`src/rtl/pl_stage_reg.sv`:
```
// pl_stage_reg: reusable pipeline stage register between two pipeline stages.
//   Carries a control vector, NDATA data words and NREG register indices with
//   valid/ready handshaking. The stage also provides an optional 2-entry skid
//   buffer, a synchronous flush that inserts a bubble, and a saturating stall
//   counter.
// Ports:
//   clk, clr         clock; synchronous active-high reset
//   flush            squash every held entry; a payload offered this cycle is dropped
//   in_valid/in_ready, in_ctrl/in_data/in_regs      upstream side
//   out_valid/out_ready, out_ctrl/out_data/out_regs downstream side (registered)
//   stall_cnt        cycles with out_valid && !out_ready, saturating
// SKID=1: in_ready comes from state flops (gated only by flush/clr).
// SKID=0: in_ready = !flush && !clr && (!out_valid || out_ready).

// One payload field: the main register that drives the output, plus a skid
// register. With SKID=0 the skid load is never asserted, so synthesis removes it.
module pl_stage_slice #(
  parameter int W = 8
) (
  input  logic         clk,
  input  logic         zero,     // clr or flush: empty and zero both entries
  input  logic         ld_main,  // main <= d
  input  logic         ld_skid,  // skid <= d
  input  logic         mv_skid,  // main <= skid, skid emptied
  input  logic [W-1:0] d,
  output logic [W-1:0] q
);
  logic [W-1:0] skid;

  always_ff @(posedge clk) begin
    if (zero) begin
      q    <= '0;
      skid <= '0;
    end else begin
      if (ld_main)      q <= d;
      else if (mv_skid) q <= skid;
      if (ld_skid)      skid <= d;
      else if (mv_skid) skid <= '0;
    end
  end
endmodule

module pl_stage_reg #(
  parameter int CTRL_W = 8,
  parameter int DATA_W = 32,
  parameter int NDATA  = 4,
  parameter int REG_W  = 5,
  parameter int NREG   = 3,
  parameter int SKID   = 1,
  parameter int CNT_W  = 16
) (
  input  logic                    clk,
  input  logic                    clr,
  input  logic                    flush,
  input  logic                    in_valid,
  output logic                    in_ready,
  input  logic [CTRL_W-1:0]       in_ctrl,
  input  logic [NDATA*DATA_W-1:0] in_data,
  input  logic [NREG*REG_W-1:0]   in_regs,
  output logic                    out_valid,
  input  logic                    out_ready,
  output logic [CTRL_W-1:0]       out_ctrl,
  output logic [NDATA*DATA_W-1:0] out_data,
  output logic [NREG*REG_W-1:0]   out_regs,
  output logic [CNT_W-1:0]        stall_cnt
);
  typedef enum logic [1:0] {S_EMPTY, S_ONE, S_TWO} state_t;

  state_t state;
  logic   in_fire, out_fire, zero, ld_main, ld_skid, mv_skid;

  assign zero      = clr | flush;
  assign out_valid = (state != S_EMPTY);
  assign in_fire   = in_valid && in_ready;
  assign out_fire  = out_valid && out_ready;

  generate
    if (SKID != 0) begin : g_skid_rdy
      assign in_ready = (state != S_TWO) && !flush && !clr;
    end else begin : g_comb_rdy
      assign in_ready = !flush && !clr && (!out_valid || out_ready);
    end
  endgenerate

  // Input goes to main when main is empty or is being drained this cycle;
  // otherwise it parks in skid. With SKID=0, in_fire while holding implies
  // out_fire, so ld_skid never rises and S_TWO is unreachable.
  assign ld_main = in_fire && ((state == S_EMPTY) || out_fire);
  assign ld_skid = in_fire && (state == S_ONE) && !out_fire;
  assign mv_skid = out_fire && (state == S_TWO);

  always_ff @(posedge clk) begin
    if (zero) begin
      state <= S_EMPTY;
    end else begin
      case (state)
        S_EMPTY: if (in_fire) state <= S_ONE;
        S_ONE: begin
          if (in_fire && !out_fire)      state <= S_TWO;
          else if (!in_fire && out_fire) state <= S_EMPTY;
        end
        S_TWO:   if (out_fire) state <= S_ONE;
        default: state <= S_EMPTY;
      endcase
    end
  end

  // Flush holds the counter; only clr clears it.
  always_ff @(posedge clk) begin
    if (clr)
      stall_cnt <= '0;
    else if (!flush && out_valid && !out_ready && (stall_cnt != {CNT_W{1'b1}}))
      stall_cnt <= stall_cnt + CNT_W'(1);
  end

  pl_stage_slice #(.W(CTRL_W)) u_ctrl (
    .clk(clk), .zero(zero), .ld_main(ld_main), .ld_skid(ld_skid), .mv_skid(mv_skid),
    .d(in_ctrl), .q(out_ctrl)
  );

  generate
    for (genvar k = 0; k < NDATA; k++) begin : g_data
      pl_stage_slice #(.W(DATA_W)) u_word (
        .clk(clk), .zero(zero), .ld_main(ld_main), .ld_skid(ld_skid), .mv_skid(mv_skid),
        .d(in_data[k*DATA_W +: DATA_W]), .q(out_data[k*DATA_W +: DATA_W])
      );
    end
    for (genvar k = 0; k < NREG; k++) begin : g_regs
      pl_stage_slice #(.W(REG_W)) u_idx (
        .clk(clk), .zero(zero), .ld_main(ld_main), .ld_skid(ld_skid), .mv_skid(mv_skid),
        .d(in_regs[k*REG_W +: REG_W]), .q(out_regs[k*REG_W +: REG_W])
      );
    end
  endgenerate
endmodule

```
`config.mk`:
```
export PLATFORM = sky130hd
export DESIGN_NAME = pl_stage_reg
export DESIGN_NICKNAME = d
export VERILOG_FILES = /design/src/rtl/pl_stage_reg.sv
export SDC_FILE = /design/constraint.sdc
export NUM_CORES = 1
export LEC_CHECK = 0
export ABC_AREA = 1
export BUFFER_PORTS_ARGS = -buffer_cell sky130_fd_sc_hd__buf_4
export CAP_MARGIN = 20
export CORE_MARGIN = 5
export CORE_UTILIZATION = 30
export DETAILED_ROUTE_END_ITERATION = 8
export PLACE_DENSITY = 0.61
export SKIP_CTS_REPAIR_TIMING = 1
export SYNTH_ARGS = -nofsm -noshare
export SYNTH_HDL_FRONTEND = slang
export SYNTH_SLANG_ARGS = --single-unit
```
`constraint.sdc`:
```
create_clock -name clk -period 2.95 [get_ports clk]
set_input_delay 0.295 -clock clk [delete_from_list [all_inputs] [get_ports clk]]
set_output_delay 0.295 -clock clk [all_outputs]
set_load 0.02 [all_outputs]
```
Word level (Yosys, flattened, before mapping)
Cells that the tools add are included.
Operators by class
  add/sub/neg operators: 1
  multiply operators: 0
  div/mod/pow operators: 0
  order comparisons: 0
  equal/unequal tests: 7
  shift-type cells: 0
  multiplexer cells: 32
  bitwise gates (word level): 1
  reduce and logical (&&, ||, !) cells: 24
Operator list (count)
  two-way mux 32 bit: 13
  two-way mux 5 bit: 10
  two-way mux 8 bit: 4
  adder 16 x 1 -> 16 bit (second input constant): 1
  inequality test 16 bit (second input constant): 1
  logical AND 1 bit: 13
  two-way mux 2 bit: 4
  inequality test 2 bit (second input constant): 3
  one-hot mux 2 bit (3 select lines): 1
  nonzero test 2 bit: 3
  logical NOT 1 bit: 5
  inequality test 3 x 1 -> 1 bit (second input constant): 1
  AND reduction 3 bit: 1
  equality test 2 x 1 -> 1 bit (second input constant): 1
  equality test 2 bit (second input constant): 1
  logical NOT 2 bit: 1
  logical OR 1 bit: 1
  bitwise OR 1 bit: 1
Word-level totals
  bits in registers: 320
  latch bits: 0
  RAM bits: 0
  memory bits (read-only): 0
  input port bits: 156
  output and inout port bits: 169
  memories kept: 0

Longest topological paths before layout
Gate-level depths: netlist of the first run.
  depth after elaboration: 9
  mapped depth: 10
  depth with buffers taken out: 9

By module
A second synthesis of the first run with hierarchy kept.
Second synthesis, totals
  cells, all modules: 2128
  area, all modules: 14282.4 µm²
Modules (own cells, without submodules)
  pl_stage_slice at g_data[0].u_word ...: instances 4, cells each 414, area an instance 2772.7 µm², sequential area each 1281.2 µm²
  pl_stage_slice at g_regs[0].u_idx ...: instances 3, cells each 65, area an instance 441.7 µm², sequential area each 200.2 µm²
  pl_stage_reg: instances 1, cells each 173, area an instance 1087.3 µm², sequential area each 360.3 µm²
  pl_stage_slice at u_ctrl: instances 1, cells each 104, area an instance 779.5 µm², sequential area each 320.3 µm²

Least setup slack after synthesis of the first run
OpenSTA, ideal clock, no wires.
  kind: register -> register
  start: reg stall_cnt[0]
  end: reg stall_cnt[3]
  arrival time: 1672 ps
  data required time: 2880 ps
  path slack: 1208 ps
  cell stages (with the launch flop): 9
  path through: dfxtp_1 -> ha_1 -> inv_1 -> nor2_1 -> nand2_1 -> o21ai_0 -> buf_2 -> nand2_1 -> a21oi_1
Between the ends
  longest elaborated chain between the ends: 2
  elaborated cells on any way between the ends: 3
  classes of those cells: 1 x add/sub; 1 x eq/ne; 1 x reduce/logical
Ends and longest elaborated chain
  start, declared: line 65  | output logic [CNT_W-1:0] stall_cnt
  start signal, assigned: line 113  | stall_cnt <= stall_cnt + CNT_W'(1);
  branches (longest 2 deep; another with adder 16 x 1 -> 16 bit)
Parallel ways; which one is timed is not known.
A chain may end at the register's enable or synchronous reset.

Worst setup path after layout of the first run
  start: reg state[1]
  end: reg g_data[3].u_word.q[13]
Between the ends
  longest elaborated chain between the ends: 6
  elaborated cells on any way between the ends: 13
  classes of those cells: 2 x eq/ne; 1 x mux; 10 x reduce/logical
Ends and longest elaborated chain
  start, declared: line 69  | state_t state;
  start signal, assigned: line 94  | state <= S_EMPTY;
  start signal, assigned: line 97  | S_EMPTY: if (in_fire) state <= S_ONE;
  start signal, assigned: line 99  | if (in_fire && !out_fire) state <= S_TWO;
  inequality test 2 bit: line 79  | assign in_ready = (state != S_TWO) && !flush && !clr;
  logical AND 1 bit (2 in series): line 79
  logical AND 1 bit: line 74  | assign in_fire = in_valid && in_ready;
  logical AND 1 bit: line 88  | assign ld_main = in_fire && ((state == S_EMPTY) || out_fire);
  two-way mux 32 bit or nonzero test 2 bit (tied branches)
  end signal, assigned: line 36  | else if (mv_skid) q <= skid;
  end, declared: line 26  | output logic [W-1:0] q
Several ways; a longest one is shown, not always the timed one.

==> flow_summary.yaml, run 1 <==
synth:
  synth_area_leader_cell: "dfxtp_1"
  synthMuxAreaShare_pct: 0
  synth_area_mm2: 0.0128
  synth_fa_ha_area_share_pct: 0.0978
  yosysTopAreaCellShare_pct: 50.1
  synth_simple_gate_area_share_pct: 31.6
  ys_types: 20
  synth_nets: 1971
  avgSynthCellArea_um2: 7.05
  yosys_warnings: 0
  synth_compound_area_share_pct: 12.6
  ys_top_cells_by_area: "dfxtp_1 (50%), nand2_1 (19%), a21oi_1 (12%)"
  synth-seq-area-share_pct: 50.1
  synth_top_family_by_area: "simple AND/OR/NAND/NOR gates"
  synthXorXnorAreaFrac_pct: 0.479
  netlist_instances: 1814
  ys_ff_latch: 320
floorplanning:
  start_util_pct: 30.4
  die_w_um: 217
  fp.coreArea_mm2: 0.0420
  die_h_um: 217
  die_area_mm2: 0.0469
  rows: 75
  pin_count: 325
critical_path:
  critPathLaunchType: "register"
  end_kind: "register"
  ff2ff_path_depth: 7
  worstPathRequired_ns: 3.41
  crit_type: "register to register"
  path_max_fanout: 83
  cp_data_arrival_time_ns: 2.54
sta:
  final.min_clock_period_ns: 2.08
  setup_viol: 0
  tightest_slew_ns: 1.04
  period_share_pct: 70.6
  rsz0062_at_grt: "no"
  clock.fmax_mhz: 480
  hold_violations: 0
  fin_tns_setup_ns: 0
  slew_violations: 0
  slew_headroom_pct: 30.5
  clock_skew_ns: 0.0120
global_route:
  antenna_found_initial: 0
  grt_pass1_vias: 11847
  grt_pass1_wl_um: 64900
  grt-ovfl-total: 0
  grt_start_max_net_pins: 153
  grt_usage_pct: 16.6
clock_network:
  cts.sink_count: 320
  cts_tree: "yes"
  insertion_delay_ns: 0.53
  clkSlewWorstSetupHoldPaths_ns: 0.06
  numCtsBuffers: 37
  clockBufferDepth: 3
  cts_htree_levels: 2
  clock-root-buffer: "clkbuf_16"
min_path:
  hold_depth: 3
  hold_path.class: "input pin to register"
routing:
  wl_per_cell_um: 15.5
  via_per_inst: 4.83
  num_vias: 12688
  antenna_left: 0
  drt_wl_total_um: 40800
  drc: 0
  drt_iter0_markers: 1166
  drt_first_pass_iters: 5
power_and_ir_drop:
  p_comb_share_pct: 5.9
  leakagePower_nw: 7.00
  p_int_mw: 7.39
  p_sw_share_pct: 22.7
  powerDensity_mw_per_mm2: 569
  pwr-share-clk_pct: 48.3
  vdd_drop_max_uv: 362
  p_seq_share_pct: 45.8
  p_switching_mw: 2.17
  power.total_mw: 9.56
placed_design:
  hpwlAfterDp_um: 25700
  place_congestion: 0.776
  port_buffers: 324
cells_and_area:
  multiInputGateArea_mm2: 0.00575
  drive_gt1_share_pct: 19.6
  n_fill_cell: 4347
  synthToLayoutAreaGrowth_pct: 31.4
  fin_util_pct: 40.0
  regArea_mm2: 0.00641
  nets: 2218
  n_antenna_cell: 0
job:
  cap_viol_max_count: 0
outcome:
  outcome: "finished, final reports clean"
## power by group through the flow
stage	logic (mW)	registers (mW)	clock network, mW
5_1_grt	0.616	4.38	4.96
4_1_cts	0.568	4.38	4.77
6_report	0.564	4.38	4.62
3_3_place_gp	0.562	4.47	0
2_1_floorplan	0.209	4.50	0
3_5_place_dp	0.566	4.47	0
## layout make-up
cell class,count,area share [%]
multi-input combinational,1341,34.2
clock buffer,59,6.97
sequential,320,38.1
tap,539,4.01
inverter,21,0.543
clock inverter,8,0.424
timing repair buffer,340,15.7
## synth_stat cells
master	instances
a21oi_1	319
buf_1	15
buf_2	39
buf_4	10
clkbuf_1	68
dfxtp_1	320
ha_1	1
inv_1	17
inv_2	4
nand2_1	659
nand3_1	163
nand4_1	5
nand4_2	1
nor2_1	177
nor2_2	5
nor3b_1	1
o21ai_0	1
o31ai_1	2
xnor2_1	3
xor2_1	4
## cells by family (layout without fill, tap and decap cells)
family                   Yosys count  in the layout
XOR/XNOR                           7              7
AND/OR/NAND/NOR                 1011           1011
adder cells (fa/ha/maj)            1              1
buffers and inverters            153            428
flip-flops                       320            320
AO/OA/AOI/OAI                    322            322
## layer usage
metal / part of all wire, % / vias to the layer above / GRT usage, %
met4: 2.7 / 0 / 5.72
met3: 6.4 / 64 / 3.88
met1: 44 / 5893 / 21.6
li1: - / 6353 / -
met2: 47 / 378 / 27.2
met5: 0 / - / 0
## final timing paths
path                                                             start                                     end  slack (ns)
worst max-delay path                             state[1]$_SDFFE_PP0P_     g_data[3].u_word.q[13]$_SDFFE_PP0P_        0.87
worst min-delay path                                      in_data[105]   g_data[3].u_word.skid[9]$_SDFFE_PP0P_        0.03
worst max register to register                   state[1]$_SDFFE_PP0P_     g_data[3].u_word.q[13]$_SDFFE_PP0P_        0.87
worst min register to register  g_data[1].u_word.skid[26]$_SDFFE_PP0P_  g_data[1].u_word.skid[26]$_SDFFE_PP0P_        0.48
## sequential cells by signal (all words and copies together), names as in the netlist
name and count:
stall_cnt 16, g_regs.u_idx.skid 15, u_ctrl.skid 8, state 2, g_data.u_word.q 128, g_regs.u_idx.q 15
g_data.u_word.skid 128, u_ctrl.q 8
## cells in the final DEF (no fill, tap or decap), types with 3 or more instances in the layout
master	instances
a21oi_1	319
buf_12	7
buf_4	333
clkbuf_1	8
clkbuf_16	39
clkbuf_8	12
clkinv_2	5
dfxtp_1	320
inv_1	17
nand2_1	659
nand3_1	163
nand4_1	5
nor2_1	176
nor2_2	3
nor2_4	3
xnor2_1	3
xor2_1	4
## worst max-delay path, stage by stage (launching register included)
cell and delay [ns]:
dfxtp_1 0.39, nor2_1 0.08, nor2_1 0.23, nor2_4 0.09
nor2_4 0.09, buf_4 0.71, a21oi_1 0.16, nor2_1 0.12
## per-stage QoR
step	cells	hold WS (ns)	worst slack [ns]	instance area, um2
after floorplan	1814	0.364	1.21	12800
after global placement	2561	0.464	0.640	15600
after detailed placement	2561	0.472	0.598	15600
after CTS	2628	-0.0105	0.870	16800
after global routing	2628	0.000868	0.635	16800
final	2628	0.0340	0.868	16800
No activity file was read; power rests on OpenSTA's default activity.
==> run 2: changes to the inputs <==
ABC_AREA = 0   (was 1)
PLACE_DENSITY = 0.62   (was 0.61)
clock period = 1.7 ns   (was 2.95 ns; I/O delays follow)
==> run 2 against run 1 <==
The flow now finishes with violations (setup timing); critical endpoint is now g_data[1].u_word.skid[1]$_SDFFE_PP0P_; sequential power grew 74%; cell count is 4.7% higher; via count increased by 11%; largest cell class is now multi-input combinational cells.
==> flow_summary.yaml, run 2 <==
outcome:
  outcome: "complete, but fails checks"
  violations: "setup timing"
power_and_ir_drop:
  powerDensity_mw_per_mm2: 824
  p_seq_share_pct: 42.3
  p_int_mw: 13.8
  vdd_drop_max_uv: 602
  leakagePower_nw: 9.49
  p_comb_share_pct: 10.2
  p_switching_mw: 4.25
  power.total_mw: 18.1
  p_sw_share_pct: 23.6
  pwr-share-clk_pct: 47.5
synth:
  synth_fa_ha_area_share_pct: 0.0916
  ys.flop_type: "dfxtp_1"
  synthMuxAreaShare_pct: 11.5
  netlist_instances: 1619
  synth_area_mm2: 0.0137
  synth_most_common_cell: "dfxtp_1"
  avgSynthCellArea_um2: 8.44
  ys_ff_latch: 320
  synthXorXnorAreaFrac_pct: 0
  yosysTopAreaCellShare_pct: 46.9
  synth_edf_count: 0
  synth_compound_area_share_pct: 10.9
  synth_nets: 1776
  synth_top_family_by_area: "simple AND/OR/NAND/NOR gates"
  synth_simple_gate_area_share_pct: 26.2
  ys_types: 38
  synth.cells.most_frequent: "dfxtp_1 (320), nand2_1 (313), nor2_1 (310)"
  yosys_warnings: 0
  synth_area_leader_cell: "dfxtp_1"
  ys_top_cells_by_area: "dfxtp_1 (47%), mux2i_1 (11%), a311oi_1 (9.7%)"
  synth-seq-area-share_pct: 46.9
  ys_async_sr_fraction_pct: 0
critical_path:
  path_max_fanout: 6
  worstPathRequired_ns: 2.11
  worstPathCellList: "buf_6, nand3b_1, buf_6, or3_4, clkbuf_16, mux2i_1, nor2_1"
  critPathLaunchType: "register"
  critPathMaxStageDelay_ns: 0.45
  cpMostUsedCell: "buf_6"
  cp_data_arrival_time_ns: 2.26
  critPathSlowestCell: "or3_4"
  cpLargestDelayFamily: "simple AND/OR/NAND/NOR gates"
  path_buf_inv: 3
  end_kind: "register"
  crit_type: "register to register"
sta:
  hold_violations: 0
  slew_violations: 0
  setup_viol: 288
  slew_headroom_pct: 58.7
  final.min_clock_period_ns: 1.84
  rsz0062_at_grt: "yes"
  tightest_slew_ns: 0.619
  period_share_pct: 108
  clock_skew_ns: 0.0129
  clock.fmax_mhz: 542
  final.setup.worst_slack_ns: -0.143
global_route:
  grt_pass1_vias: 12186
  grtUsageMet1_pct: 19.1
  grt_start_max_net_pins: 107
  grt_usage_pct: 15.4
  busiest_layer: "met2"
  grt-ovfl-total: 0
  grt_pass1_wl_um: 64500
  antenna_found_initial: 0
  grt_use_met2_pct: 25.9
  use_met3_pct: 4.30
cells_and_area:
  n_fill_cell: 4034
  drive_gt1_share_pct: 30.6
  layout_commonest_cell: "buf_4"
  n_antenna_cell: 0
  top_regs: "g_data.u_word.q (128), g_data.u_word.skid (128), stall_cnt (16)"
  layout_common_cells: "buf_4 (366), nand2_1 (312), dfxtp_1 (311)"
  fin_util_pct: 48.5
  regArea_mm2: 0.00642
  nets: 2284
  multiInputGateArea_mm2: 0.00749
  synthToLayoutAreaGrowth_pct: 60.4
routing:
  drt_first_pass_iters: 5
  wl_per_cell_um: 20.1
  drt_iter0_markers: 927
  num_vias: 14047
  drc: 0
  antenna_left: 0
  drt_wl_total_um: 55500
  via_per_inst: 5.10
clock_network:
  clock-root-buffer: "clkbuf_16"
  cts_tree: "yes"
  insertion_delay_ns: 0.54
  clkSlewWorstSetupHoldPaths_ns: 0.06
  cts.sink_count: 320
  clockBufferDepth: 3
  numCtsBuffers: 37
  cts_htree_levels: 2
floorplanning:
  start_util_pct: 30.2
  die_w_um: 223
  die_area_mm2: 0.0499
  fp.coreArea_mm2: 0.0452
  rows: 78
  pin_count: 325
  die_h_um: 223
job:
  cap_viol_max_count: 0
placed_design:
  port_buffers: 324
  hpwlAfterDp_um: 27100
  place_congestion: 0.758
min_path:
  hold_path.class: "input pin to register"
-- run 2: cell types whose count changed in the layout (fill, tap and decap cells not counted), sizes merged, moves of 85 or more --
cell         delta
buf            +85
dlygate4sd3   +151
and2          +152
a311oi        +151
nor2          +128
nand3         -161
a21oi         -308
mux2i         +152
nand2         -346
-- run 2: cells by family after synthesis --
logic type / after synthesis
AO/OA/AOI/OAI: 177
adder cells (fa/ha/maj): 1
buffers and inverters: 147
flip-flops: 320
multiplexers: 157
AND/OR/NAND/NOR: 817
-- run 2: stage by stage --
step | area (um2) | hold slack (ns) | TNS, ns | cells | worst slack (ns)
after global routing | 21900 | 0.0158 | -36.32 | 2752 | -0.193
after floorplan | 13700 | 0.314 | -0.485 | 1619 | -0.167
final | 21900 | 0.0157 | -18.05 | 2752 | -0.143
after detailed placement | 17100 | 0.419 | -13.48 | 2470 | -0.153
after global placement | 17100 | 0.411 | -4.85 | 2470 | -0.141
after CTS | 18400 | -0.163 | -19.45 | 2534 | -0.174
-- run 2: area by class of cell --
| type | count | area share [%] |
|---|---|---|
| clock inverter | 11 | 0.936 |
| timing repair buffer | 603 | 27.2 |
| sequential | 320 | 29.3 |
| tap | 600 | 3.43 |
| multi-input combinational | 1161 | 34.2 |
| clock buffer | 53 | 4.91 |
| inverter | 4 | 0.0799 |
-- run 2: path summary, 6_finish.rpt --
path / start / slack (ns) / cells after the start / to
worst max-delay path: state[1]$_SDFFE_PP0P_ / -0.14 / 7 / g_data[1].u_word.skid[1]$_SDFFE_PP0P_
worst min-delay path: out_ready / 0.02 / 3 / state[1]$_SDFFE_PP0P_
worst max register to register: state[1]$_SDFFE_PP0P_ / -0.14 / 7 / g_data[1].u_word.skid[1]$_SDFFE_PP0P_
worst min register to register: g_data[1].u_word.skid[16]$_SDFFE_PP0P_ / 0.47 / 2 / g_data[1].u_word.q[16]$_SDFFE_PP0P_
-- run 2: routing by layer --
metal	wire [um]	vias to the layer above
met5	0	-
met4	2290	0
met2	27400	517
li1	-	6557
met3	3470	149
met1	22200	6824
-- run 2: power by group through the flow --
stage | combinational (mW) | clock (mW) | sequential, mW
6_report | 1.84 | 8.57 | 7.64
5_1_grt | 1.93 | 9.03 | 7.65
4_1_cts | 1.11 | 8.75 | 7.64
3_5_place_dp | 1.11 | 0 | 7.81
3_3_place_gp | 1.09 | 0 | 7.81
2_1_floorplan | 0.381 | 0 | 7.89
-- run 2: worst register-to-register path: cells and delay by family (launching register included) --
kind / cells / cell delay [ns]
buf+inv: 3 / 0.50
simple gates: 3 / 0.70
flops: 1 / 0.34
mux: 1 / 0.18
==> run 3: changes to the inputs <==
--- a/constraint.sdc
+++ b/constraint.sdc
@@ -3,2 +3,2 @@
 set_output_delay 0.17 -clock clk [all_outputs]
-set_load 0.02 [all_outputs]
+set_load 0.05 [all_outputs]
==> run 3 against run 2 <==
The flow still finishes with violations (setup timing); fmax rose by 4.1%; via count fell by 1.1%; die area did not move; global-route usage rose by 0.065 points; routed wire length fell by 5.4%; sequential share of layout area rose by 0.14 points; combinational power rose by 5%; critical endpoint is now g_data[3].u_word.q[10]$_SDFFE_PP0P_.
==> flow_summary.yaml, run 3 (synthesis results as in run 2) <==
clock_network:
  clock-root-buffer: "clkbuf_16"
  numCtsBuffers: 37
  cts_tree: "yes"
  cts.sink_count: 320
  insertion_delay_ns: 0.54
  cts_htree_levels: 2
  clockBufferDepth: 3
  clkSlewWorstSetupHoldPaths_ns: 0.06
cells_and_area:
  layout_common_cells: "buf_4 (368), nand2_1 (313), dfxtp_1 (302)"
  nets: 2271
  n_antenna_cell: 0
  drive_gt1_share_pct: 33.4
  top_regs: "g_data.u_word.q (128), g_data.u_word.skid (128), stall_cnt (16)"
  fin_util_pct: 48.4
  synthToLayoutAreaGrowth_pct: 60.1
  stdcell_count: 2740
  layout_commonest_cell: "buf_4"
routing:
  route.met2.wl_um: 26200
  antenna_left: 0
  routed.top_layer: "met4"
  drt_iter0_markers: 946
  met1Wirelength_um: 21700
  wl_met3_um: 2950
  num_vias: 13898
  drc: 0
  wl_per_cell_um: 19.2
  drt_first_pass_iters: 6
  via_per_inst: 5.07
  drt_wl_total_um: 52500
global_route:
  antenna_found_initial: 0
  grt_start_max_net_pins: 119
  grt-ovfl-total: 0
  grt_pass1_vias: 12176
  grt_usage_pct: 15.4
  grt_pass1_wl_um: 64900
floorplanning:
  die_h_um: 223
  die_area_mm2: 0.0499
  rows: 78
  fp.coreArea_mm2: 0.0452
  pin_count: 325
  die_w_um: 223
  start_util_pct: 30.2
outcome:
  outcome: "complete, but fails checks"
  violations: "setup timing"
critical_path:
  path_max_fanout: 13
  cp_data_arrival_time_ns: 2.21
  critPathSlowestCell: "a211o_4"
  crit_type: "register to register"
  end_kind: "register"
  worstPathCellList: "nor2_4, buf_6, inv_4, a211o_4, buf_12, clkbuf_16, a311oi_2"
  path_buf_inv: 4
  cpLargestDelayFamily: "compound AO/OA/AOI/OAI gates"
  critPathLaunchType: "register"
  r2r_end: "g_data[3].u_word.q[10]$_SDFFE_PP0P_"
  worstPathRequired_ns: 2.14
  rrSetupSlack_ns: -0.07
  critPathMaxStageDelay_ns: 0.38
  startpoint: "state[1]$_SDFFE_PP0P_"
  reg2reg_from: "state[1]$_SDFFE_PP0P_"
  cp.depth: 7
  critPathCapture: "g_data[3].u_word.q[10]$_SDFFE_PP0P_"
  ff2ff_path_depth: 7
placed_design:
  place_congestion: 0.801
  place_inst: 2466
  port_buffers: 324
  hpwlAfterDp_um: 27000
  dp_slack_ns: -0.123
power_and_ir_drop:
  powerDensity_mw_per_mm2: 799
  pwr-share-clk_pct: 45.1
  vdd_drop_max_uv: 579
  p_seq_share_pct: 43.8
  p_sw_share_pct: 25.2
  leakagePower_nw: 9.40
  p_int_mw: 13.1
  power.total_mw: 17.5
  p_comb_share_pct: 11.1
  p_switching_mw: 4.40
sta:
  clock_skew_ns: 0.00902
  final.setup.worst_slack_ns: -0.0710
  period_share_pct: 104
  tightest_slew_ns: 0.435
  slew_violations: 0
  rsz0062_at_grt: "yes"
  final.min_clock_period_ns: 1.77
  hold_ws_ns: 0.0526
  clock.fmax_mhz: 565
  slew_headroom_pct: 71.0
  hold_violations: 0
  setup_viol: 144
min_path:
  hold_path.class: "input pin to register"
  hp-start: "clr"
job:
  cap_viol_max_count: 0
==> run 3: cell types whose count changed in the layout (fill, tap and decap cells not counted), moves of 5 or more <==
cell / before / now
a211o_4: 7 / 1
a311oi_1: 94 / 56
a311oi_2: 57 / 95
bufinv_16: 6 / 1
dfxtp_1: 311 / 302
dfxtp_2: 6 / 13
nor2_1: 262 / 239
nor2_2: 27 / 58
nor2_4: 21 / 13
==> run 3: cell type report <==
class | count | area [um2]
Sequential cell | 320 | 6440
Tap cell | 600 | 751
Inverter | 4 | 17.5
Timing Repair Buffer | 598 | 5870
Clock inverter | 11 | 87.6
Fill cell | 4039 | 23300
Multi-Input combinational cell | 1153 | 7610
Clock buffer | 54 | 1090
==> run 3: power by group through the flow <==
stage	logic, mW	clock network [mW]	registers, mW
after floorplan	0.391	0	8.07
after global placement	1.28	0	7.81
after detailed placement	1.30	0	7.81
after CTS	1.30	8.04	7.64
after global routing	2.04	8.34	7.65
final	1.94	7.88	7.64
==> run 3: through the flow <==
| step | instance area [um2] | TNS, ns |
|---|---|---|
| after floorplan | 13800 | -0.811 |
| after global placement | 17100 | -2.75 |
| after detailed placement | 17100 | -7.06 |
| after CTS | 18200 | -9.77 |
| after global routing | 21900 | -18.95 |
| final | 21900 | -3.03 |
==> run 3: how the worst min path moves through the flow <==
stage                                                   to  cells past startpoint
floorplan            g_data[0].u_word.skid[0]$_SDFFE_PP0P_                      2
global placement    g_data[1].u_word.skid[14]$_SDFFE_PP0P_                      3
detailed placement  g_data[0].u_word.skid[14]$_SDFFE_PP0P_                      3
CTS                 g_data[1].u_word.skid[21]$_SDFFE_PP0P_                      3
global route                     stall_cnt[4]$_SDFFE_PP0P_                      3
finish                           stall_cnt[4]$_SDFFE_PP0P_                      3
==> run 3: tightest hold or removal path: cells and delay by family <==
family	cells	cell delay, ns
buf+inv	2	0.33
compound gates	1	0.05
==> run 3: layer usage <==
metal / GRT usage (%) / vias to the layer above
li1: - / 6500
met1: 20.3 / 6822
met2: 24.9 / 458
met3: 3.74 / 118
met4: 5.30 / 0
met5: 0 / -
